`src/rtl/dual_rail_phase_sequencer_if.sv`:
```
// dual_rail_phase_sequencer_if: command/response handshake plus the dual-rail controller bus.
//   cmd_valid/cmd_ready/cmd_rd/cmd_ld : single-rail command handshake from the requester
//   rsp_valid/rsp_rc/rsp_rm/rsp_err   : one-cycle response pulse with held result bits
//   busy                              : sequencer is inside a command
//   PH0/PH1/Rd/Ld (_t/_f)             : dual-rail drive rails toward the controller
//   R_c/R_m (_t/_f)                   : dual-rail completion rails returned by the controller
//   master modport is the sequencer side, slave modport is the requester/controller side.
interface dual_rail_phase_sequencer_if;
   logic cmd_valid, cmd_ready, cmd_rd, cmd_ld;
   logic rsp_valid, rsp_rc, rsp_rm, rsp_err, busy;
   logic PH0_t, PH0_f, PH1_t, PH1_f, Rd_t, Rd_f, Ld_t, Ld_f;
   logic R_c_t, R_c_f, R_m_t, R_m_f;
   modport master (
      input  cmd_valid, cmd_rd, cmd_ld, R_c_t, R_c_f, R_m_t, R_m_f,
      output cmd_ready, rsp_valid, rsp_rc, rsp_rm, rsp_err, busy,
      output PH0_t, PH0_f, PH1_t, PH1_f, Rd_t, Rd_f, Ld_t, Ld_f
   );
   modport slave (
      output cmd_valid, cmd_rd, cmd_ld, R_c_t, R_c_f, R_m_t, R_m_f,
      input  cmd_ready, rsp_valid, rsp_rc, rsp_rm, rsp_err, busy,
      input  PH0_t, PH0_f, PH1_t, PH1_f, Rd_t, Rd_f, Ld_t, Ld_f
   );
endinterface

```
`src/rtl/dual_rail_phase_sequencer.sv`:
```
// dual_rail_phase_sequencer: drives DATA/NULL wavefronts into a NULL-convention controller per command.
//   clk : single clock, rising edge
//   rst : synchronous active-high reset
//   bus : dual_rail_phase_sequencer_if.master (command handshake, response, busy, drive and return rails)
//   SYNC_STAGES : flop stages on the returned rails (>= 2)
//   TIMEOUT     : cycles allowed per wavefront state before forcing ERR
//   TO_W        : width of the timeout counter
module dual_rail_phase_sequencer #(
   parameter int SYNC_STAGES = 2,
   parameter int TIMEOUT     = 64,
   parameter int TO_W        = 7
) (
   input logic                         clk,
   input logic                         rst,
   dual_rail_phase_sequencer_if.master bus
);
   typedef enum logic [2:0] {S_IDLE, S_D0, S_N0, S_D1, S_N1, S_ERR} state_t;
   state_t r_state, w_next;
   logic [SYNC_STAGES-1:0][3:0] r_sync;
   logic [TO_W-1:0] r_cnt;
   logic [7:0] r_drv, w_drv;
   logic [3:0] w_rs, w_data;
   logic r_rd, r_ld, r_cap_rc, r_cap_rm;
   logic r_rsp_valid, r_rsp_rc, r_rsp_rm, r_rsp_err;
   logic w_complete, w_nulled, w_illegal, w_accept, w_wave, w_to, w_rd, w_ld;
   // w_rs = {R_c_t, R_c_f, R_m_t, R_m_f} after the synchronizer
   assign w_rs       = r_sync[SYNC_STAGES-1];
   assign w_illegal  = (w_rs[3] & w_rs[2]) | (w_rs[1] & w_rs[0]);
   assign w_complete = (w_rs[3] ^ w_rs[2]) & (w_rs[1] ^ w_rs[0]);
   assign w_nulled   = w_rs == 4'b0000;
   assign w_accept   = bus.cmd_valid & bus.cmd_ready;
   assign w_wave     = r_state inside {S_D0, S_N0, S_D1, S_N1};
   // the state is on its TIMEOUT-th cycle; leaving without the awaited condition means ERR
   assign w_to       = w_wave && (r_cnt == TO_W'(TIMEOUT - 1));
   // command bits as they will be latched after this edge, so the rails can be registered from next state
   assign w_rd       = w_accept ? bus.cmd_rd : r_rd;
   assign w_ld       = w_accept ? bus.cmd_ld : r_ld;
   assign w_data     = {w_rd, ~w_rd, w_ld, ~w_ld};
   always_comb begin
      w_next = r_state;
      case (r_state)
         S_IDLE:  w_next = w_accept ? S_D0 : S_IDLE;
         // phase 0 must answer R_c=0, R_m=1; any other complete code is a controller fault
         S_D0:    w_next = w_illegal ? S_ERR : w_complete ? ((w_rs == 4'b0110) ? S_N0 : S_ERR) : w_to ? S_ERR : S_D0;
         S_N0:    w_next = w_illegal ? S_ERR : w_nulled ? S_D1 : w_to ? S_ERR : S_N0;
         S_D1:    w_next = w_illegal ? S_ERR : w_complete ? S_N1 : w_to ? S_ERR : S_D1;
         S_N1:    w_next = w_illegal ? S_ERR : w_nulled ? S_IDLE : w_to ? S_ERR : S_N1;
         S_ERR:   w_next = w_nulled ? S_IDLE : S_ERR;
         default: w_next = S_IDLE;
      endcase
   end
   // rail order {PH0_t, PH0_f, PH1_t, PH1_f, Rd_t, Rd_f, Ld_t, Ld_f}; every other state is NULL
   assign w_drv = (w_next == S_D0) ? {4'b1001, w_data} :
                  (w_next == S_D1) ? {4'b0110, w_data} : 8'h00;
   always_ff @(posedge clk) begin
      if (rst) begin
         r_state     <= S_IDLE;
         r_sync      <= '0;
         r_cnt       <= '0;
         r_drv       <= '0;
         r_rd        <= 1'b0;
         r_ld        <= 1'b0;
         r_cap_rc    <= 1'b0;
         r_cap_rm    <= 1'b0;
         r_rsp_valid <= 1'b0;
         r_rsp_rc    <= 1'b0;
         r_rsp_rm    <= 1'b0;
         r_rsp_err   <= 1'b0;
      end else begin
         r_state     <= w_next;
         r_sync      <= {r_sync[SYNC_STAGES-2:0], {bus.R_c_t, bus.R_c_f, bus.R_m_t, bus.R_m_f}};
         r_cnt       <= (w_next != r_state || !w_wave) ? '0 : r_cnt + 1'b1;
         r_drv       <= w_drv;
         r_rd        <= w_rd;
         r_ld        <= w_ld;
         r_rsp_valid <= (r_state == S_N1 || r_state == S_ERR) && w_next == S_IDLE;
         if (r_state == S_D1 && w_next == S_N1) begin
            r_cap_rc <= w_rs[3];
            r_cap_rm <= w_rs[1];
         end
         // result bits are published only with the pulse so they stay stable between responses
         if (r_state == S_N1 && w_next == S_IDLE) begin
            r_rsp_rc  <= r_cap_rc;
            r_rsp_rm  <= r_cap_rm;
            r_rsp_err <= 1'b0;
         end else if (r_state == S_ERR && w_next == S_IDLE) begin
            r_rsp_rc  <= 1'b0;
            r_rsp_rm  <= 1'b0;
            r_rsp_err <= 1'b1;
         end
      end
   end
   assign bus.cmd_ready = (r_state == S_IDLE) & ~rst;
   assign bus.busy      = r_state != S_IDLE;
   assign bus.rsp_valid = r_rsp_valid;
   assign bus.rsp_rc    = r_rsp_rc;
   assign bus.rsp_rm    = r_rsp_rm;
   assign bus.rsp_err   = r_rsp_err;
   assign {bus.PH0_t, bus.PH0_f, bus.PH1_t, bus.PH1_f, bus.Rd_t, bus.Rd_f, bus.Ld_t, bus.Ld_f} = r_drv;
endmodule

```
`src/flat_wrapper.sv`:
```
// flat-port wrapper written by rule: the top's interface ports become plain ports
module dual_rail_phase_sequencer_flat 
#(
   parameter int SYNC_STAGES = 2,
   parameter int TIMEOUT     = 64,
   parameter int TO_W        = 7
)
  (clk, rst, bus_cmd_valid, bus_cmd_rd, bus_cmd_ld, bus_R_c_t, bus_R_c_f, bus_R_m_t, bus_R_m_f, bus_cmd_ready, bus_rsp_valid, bus_rsp_rc, bus_rsp_rm, bus_rsp_err, bus_busy, bus_PH0_t, bus_PH0_f, bus_PH1_t, bus_PH1_f, bus_Rd_t, bus_Rd_f, bus_Ld_t, bus_Ld_f);
  dual_rail_phase_sequencer_if bus_i ();
  input logic clk;
  input logic rst;
  input wire logic [$bits(bus_i.cmd_valid)-1:0] bus_cmd_valid;
  input wire logic [$bits(bus_i.cmd_rd)-1:0] bus_cmd_rd;
  input wire logic [$bits(bus_i.cmd_ld)-1:0] bus_cmd_ld;
  input wire logic [$bits(bus_i.R_c_t)-1:0] bus_R_c_t;
  input wire logic [$bits(bus_i.R_c_f)-1:0] bus_R_c_f;
  input wire logic [$bits(bus_i.R_m_t)-1:0] bus_R_m_t;
  input wire logic [$bits(bus_i.R_m_f)-1:0] bus_R_m_f;
  output wire logic [$bits(bus_i.cmd_ready)-1:0] bus_cmd_ready;
  output wire logic [$bits(bus_i.rsp_valid)-1:0] bus_rsp_valid;
  output wire logic [$bits(bus_i.rsp_rc)-1:0] bus_rsp_rc;
  output wire logic [$bits(bus_i.rsp_rm)-1:0] bus_rsp_rm;
  output wire logic [$bits(bus_i.rsp_err)-1:0] bus_rsp_err;
  output wire logic [$bits(bus_i.busy)-1:0] bus_busy;
  output wire logic [$bits(bus_i.PH0_t)-1:0] bus_PH0_t;
  output wire logic [$bits(bus_i.PH0_f)-1:0] bus_PH0_f;
  output wire logic [$bits(bus_i.PH1_t)-1:0] bus_PH1_t;
  output wire logic [$bits(bus_i.PH1_f)-1:0] bus_PH1_f;
  output wire logic [$bits(bus_i.Rd_t)-1:0] bus_Rd_t;
  output wire logic [$bits(bus_i.Rd_f)-1:0] bus_Rd_f;
  output wire logic [$bits(bus_i.Ld_t)-1:0] bus_Ld_t;
  output wire logic [$bits(bus_i.Ld_f)-1:0] bus_Ld_f;
  assign bus_i.cmd_valid = bus_cmd_valid;
  assign bus_i.cmd_rd = bus_cmd_rd;
  assign bus_i.cmd_ld = bus_cmd_ld;
  assign bus_i.R_c_t = bus_R_c_t;
  assign bus_i.R_c_f = bus_R_c_f;
  assign bus_i.R_m_t = bus_R_m_t;
  assign bus_i.R_m_f = bus_R_m_f;
  assign bus_cmd_ready = bus_i.cmd_ready;
  assign bus_rsp_valid = bus_i.rsp_valid;
  assign bus_rsp_rc = bus_i.rsp_rc;
  assign bus_rsp_rm = bus_i.rsp_rm;
  assign bus_rsp_err = bus_i.rsp_err;
  assign bus_busy = bus_i.busy;
  assign bus_PH0_t = bus_i.PH0_t;
  assign bus_PH0_f = bus_i.PH0_f;
  assign bus_PH1_t = bus_i.PH1_t;
  assign bus_PH1_f = bus_i.PH1_f;
  assign bus_Rd_t = bus_i.Rd_t;
  assign bus_Rd_f = bus_i.Rd_f;
  assign bus_Ld_t = bus_i.Ld_t;
  assign bus_Ld_f = bus_i.Ld_f;
  dual_rail_phase_sequencer #(.SYNC_STAGES(SYNC_STAGES), .TIMEOUT(TIMEOUT), .TO_W(TO_W)) u_core (.clk(clk), .rst(rst), .bus(bus_i));
endmodule
```
`config.mk`:
```
export PLATFORM = sky130hd
export DESIGN_NAME = dual_rail_phase_sequencer_flat
export DESIGN_NICKNAME = d
export VERILOG_FILES = /design/src/rtl/dual_rail_phase_sequencer_if.sv /design/src/rtl/dual_rail_phase_sequencer.sv /design/src/flat_wrapper.sv
export SDC_FILE = /design/constraint.sdc
export NUM_CORES = 1
export LEC_CHECK = 0
export CAP_MARGIN = 10
export CORE_ASPECT_RATIO = 1.4
export CORE_MARGIN = 8
export CORE_UTILIZATION = 45
export DETAILED_ROUTE_END_ITERATION = 12
export HOLD_SLACK_MARGIN = 0.02
export PLACE_DENSITY_LB_ADDON = 0.2
export SYNTH_ARGS = -nofsm -noshare
export SYNTH_HDL_FRONTEND = slang
export SYNTH_SLANG_ARGS = --single-unit
```
`constraint.sdc`:
```
create_clock -name clk -period 3.4 [get_ports clk]
set_input_delay 0.34 -clock clk [delete_from_list [all_inputs] [get_ports clk]]
set_output_delay 0.34 -clock clk [all_outputs]
set_load 0.02 [all_outputs]
```
==> results.toml <==
[status]
status = "finished clean"

[synthesis]
synth-seq-cells = 32
yosys_most_used_dff = "dfxtp_1"
avgSynthCellArea_sq_um = 9.54
synth_area_sq_mm = 0.00147
synth_cell_types = 44
synth_edf_count = 0
syn_inst = 154
synthArstFlopShare_pct = 0
ys_warn_count = 0
synth_nets = 170
ys_seq_area_share_pct = 43.6

[placed_design]
hpwl_mm = 2.32
portBuffers = 22
gp_congestion = 0.923

[power]
ir_drop_mv = 0.285
p_per_area_mw_per_mm2 = 455
p_leak_nw = 0.676

[clock_tree]
post-cts-setup-buffers = 0
insertion_delay_ns = 0.28
ctsRootBufferMaster = "clkbuf_8"
clk_path_buf_depth = 2
numCtsBuffers = 5
cts_sinks = 32
post_cts_resized = 0
clk_pin_slew_worst_paths_ns = 0.06
htree_levels = 2
hold_buffers = 0
cts_tree = "done"

[critical_path]
cp-end-kind = "output port"
r2r_end = "u_core.r_drv[4]$_SDFF_PP0_"
timing.rr.start = "u_core.w_rs[1]$_SDFF_PP0_"
worst-setup-path-type = "register to output port"
path_max_fanout = 13
cp_data_required_time_ns = 3.06
arrival_ns = 1.86
start_kind = "register"
rr_worst_depth = 7
rrSetupSlack_ns = 1.46

[layout]
syn_to_final_growth_pct = 22.0
final_util_pct = 57.4
fin_nets = 192
n_antenna_cell = 0
drive_gt1_share_pct = 12.4

[detailed_routing]
wirelength_mm = 3.08
via_per_inst = 5.55
drt_iter0_drc = 24
ant_nets = 0
dr_total_vias = 1199
wire_per_inst_microns = 14.3
route.detailed.drc = 0
dr.pass1.iters = 4

[floorplanning]
start_util_pct = 47.0
dieWidth_microns = 64.3
rows = 24
coreArea_sq_mm = 0.00312
die_y_microns = 83.6
io_pins = 23
die_area_sq_mm = 0.00537

[global_route]
antenna_found_initial = 0
overflow = 0
grt_pass1_wl_mm = 5.04
grt_use_total_pct = 11.6
grt_pass1_vias = 1146
grt_max_degree = 17

[sta]
finalSetupTns_ns = 0
holdWs_ns = 0.437
tightest_slew_ns = 0.565
maxSlewViolCount = 0
hold_viol_final = 0
min_period_ns = 2.20
rsz0062_at_grt = "false"
period_share_pct = 64.8
relSlewSlack_pct = 62.3
fin_skew_ns = 0.00352
fmax_mhz = 454
setup_viol = 0

[worst_hold_path]
min_path_type = "register to register"
worstHoldPathCells = 1
hold_start = "u_core.r_sync[1]$_SDFF_PP0_"
min_to = "u_core.w_rs[1]$_SDFF_PP0_"

[flow_run]
max_cap_viol_count = 0
## logic make-up after synthesis
kind of cell | after synthesis | share of synthesized area (%)
compound gates | 26 | 15.0
flops | 32 | 43.6
fa+ha+maj | 7 | 5.96
simple gates | 66 | 25.6
xor+xnor | 4 | 2.39
buf+inv | 15 | 4.77
mux | 4 | 2.73
## registers in the layout, indices dropped and copies added, names as in the netlist, 3 cells and up
signal          flops
u_core.r_cnt        7
u_core.w_rs         4
u_core.r_drv        6
u_core.r_state      3
u_core.r_sync       4
## worst max-delay path, cell delays in order, from the launching register on
cell             delay [ns]
dfxtp_1                0.45
nor3_4                 0.33
inv_2                  0.08
nor2_1                 0.10
clkdlybuf4s50_1        0.62
## power by group
| part | switching [W] | internal [W] |
|---|---|---|
| clock | 0.000125 | 0.000165 |
| combinational | 0.0000668 | 0.0000568 |
| sequential | 0.0000131 | 0.000389 |
| total | 0.000205 | 0.000610 |
## cell usage after synthesis (2+ instances only)
cell,number,share of area (%)
dfxtp_1,32,44
nor2_1,17,4.3
nor2b_1,12,5.1
nand2_1,10,2.6
ha_1,7,6.0
a21oi_1,6,2.0
inv_1,6,1.5
nor3_1,6,2.0
nand4_1,5,2.1
o21ai_0,5,1.7
mux2i_1,4,2.7
nand3_1,4,1.4
buf_4,3,1.5
xnor2_1,3,1.8
a221o_2,2,1.5
and3_1,2,0.85
buf_2,2,0.68
clkbuf_1,2,0.51
## layout make-up
type                       count  area [sq um]
clock buffer                   8          90.1
fill                         299          1330
inverter                       7          26.3
multi-input combinational    107           758
sequential                    32           641
tap                           39          48.8
timing repair buffer          23           228
## through the flow
step	cells	setup slack (ns)	power, W	area, sq um
floorplan	154	1.75	0.000491	1470
global placement	208	1.08	0.000531	1700
detailed placement	208	1.01	0.000533	1700
CTS	216	1.18	0.000826	1790
global route	216	1.12	0.000850	1790
finish	216	1.20	0.000815	1790
## worst max path at each step
stage / from / endpoint / slack [ns]
6_report: u_core.r_state[1]$_SDFF_PP0_ / bus_cmd_ready / 1.20
5_1_grt: u_core.r_state[1]$_SDFF_PP0_ / bus_cmd_ready / 1.12
4_1_cts: u_core.r_state[0]$_SDFF_PP0_ / bus_cmd_ready / 1.18
3_5_place_dp: rst / u_core.r_drv[4]$_SDFF_PP0_ / 1.01
2_1_floorplan: u_core.w_rs[1]$_SDFF_PP0_ / u_core.r_cnt[6]$_SDFF_PP0_ / 1.75
3_3_place_gp: rst / u_core.r_cnt[6]$_SDFF_PP0_ / 1.08
## per-layer routing
layer	share of wire, %	global-route usage, %	vias up
li1	-	-	577
met1	40	11.8	568
met2	49	19.5	45
met3	7.0	3.90	9
met4	3.4	7.57	0
met5	0	0	-
## cell usage in the layout (no fill, tap or decap), types with 6 or more instances in the layout
master,instances
nor2b_1,12
ha_1,7
inv_1,6
a21oi_1,6
clkdlybuf4s50_1,22
nand2_1,10
dfxtp_1,32
nor2_1,17
clkbuf_8,6
nor3_1,6
Power figures use the tool's default switching activity.
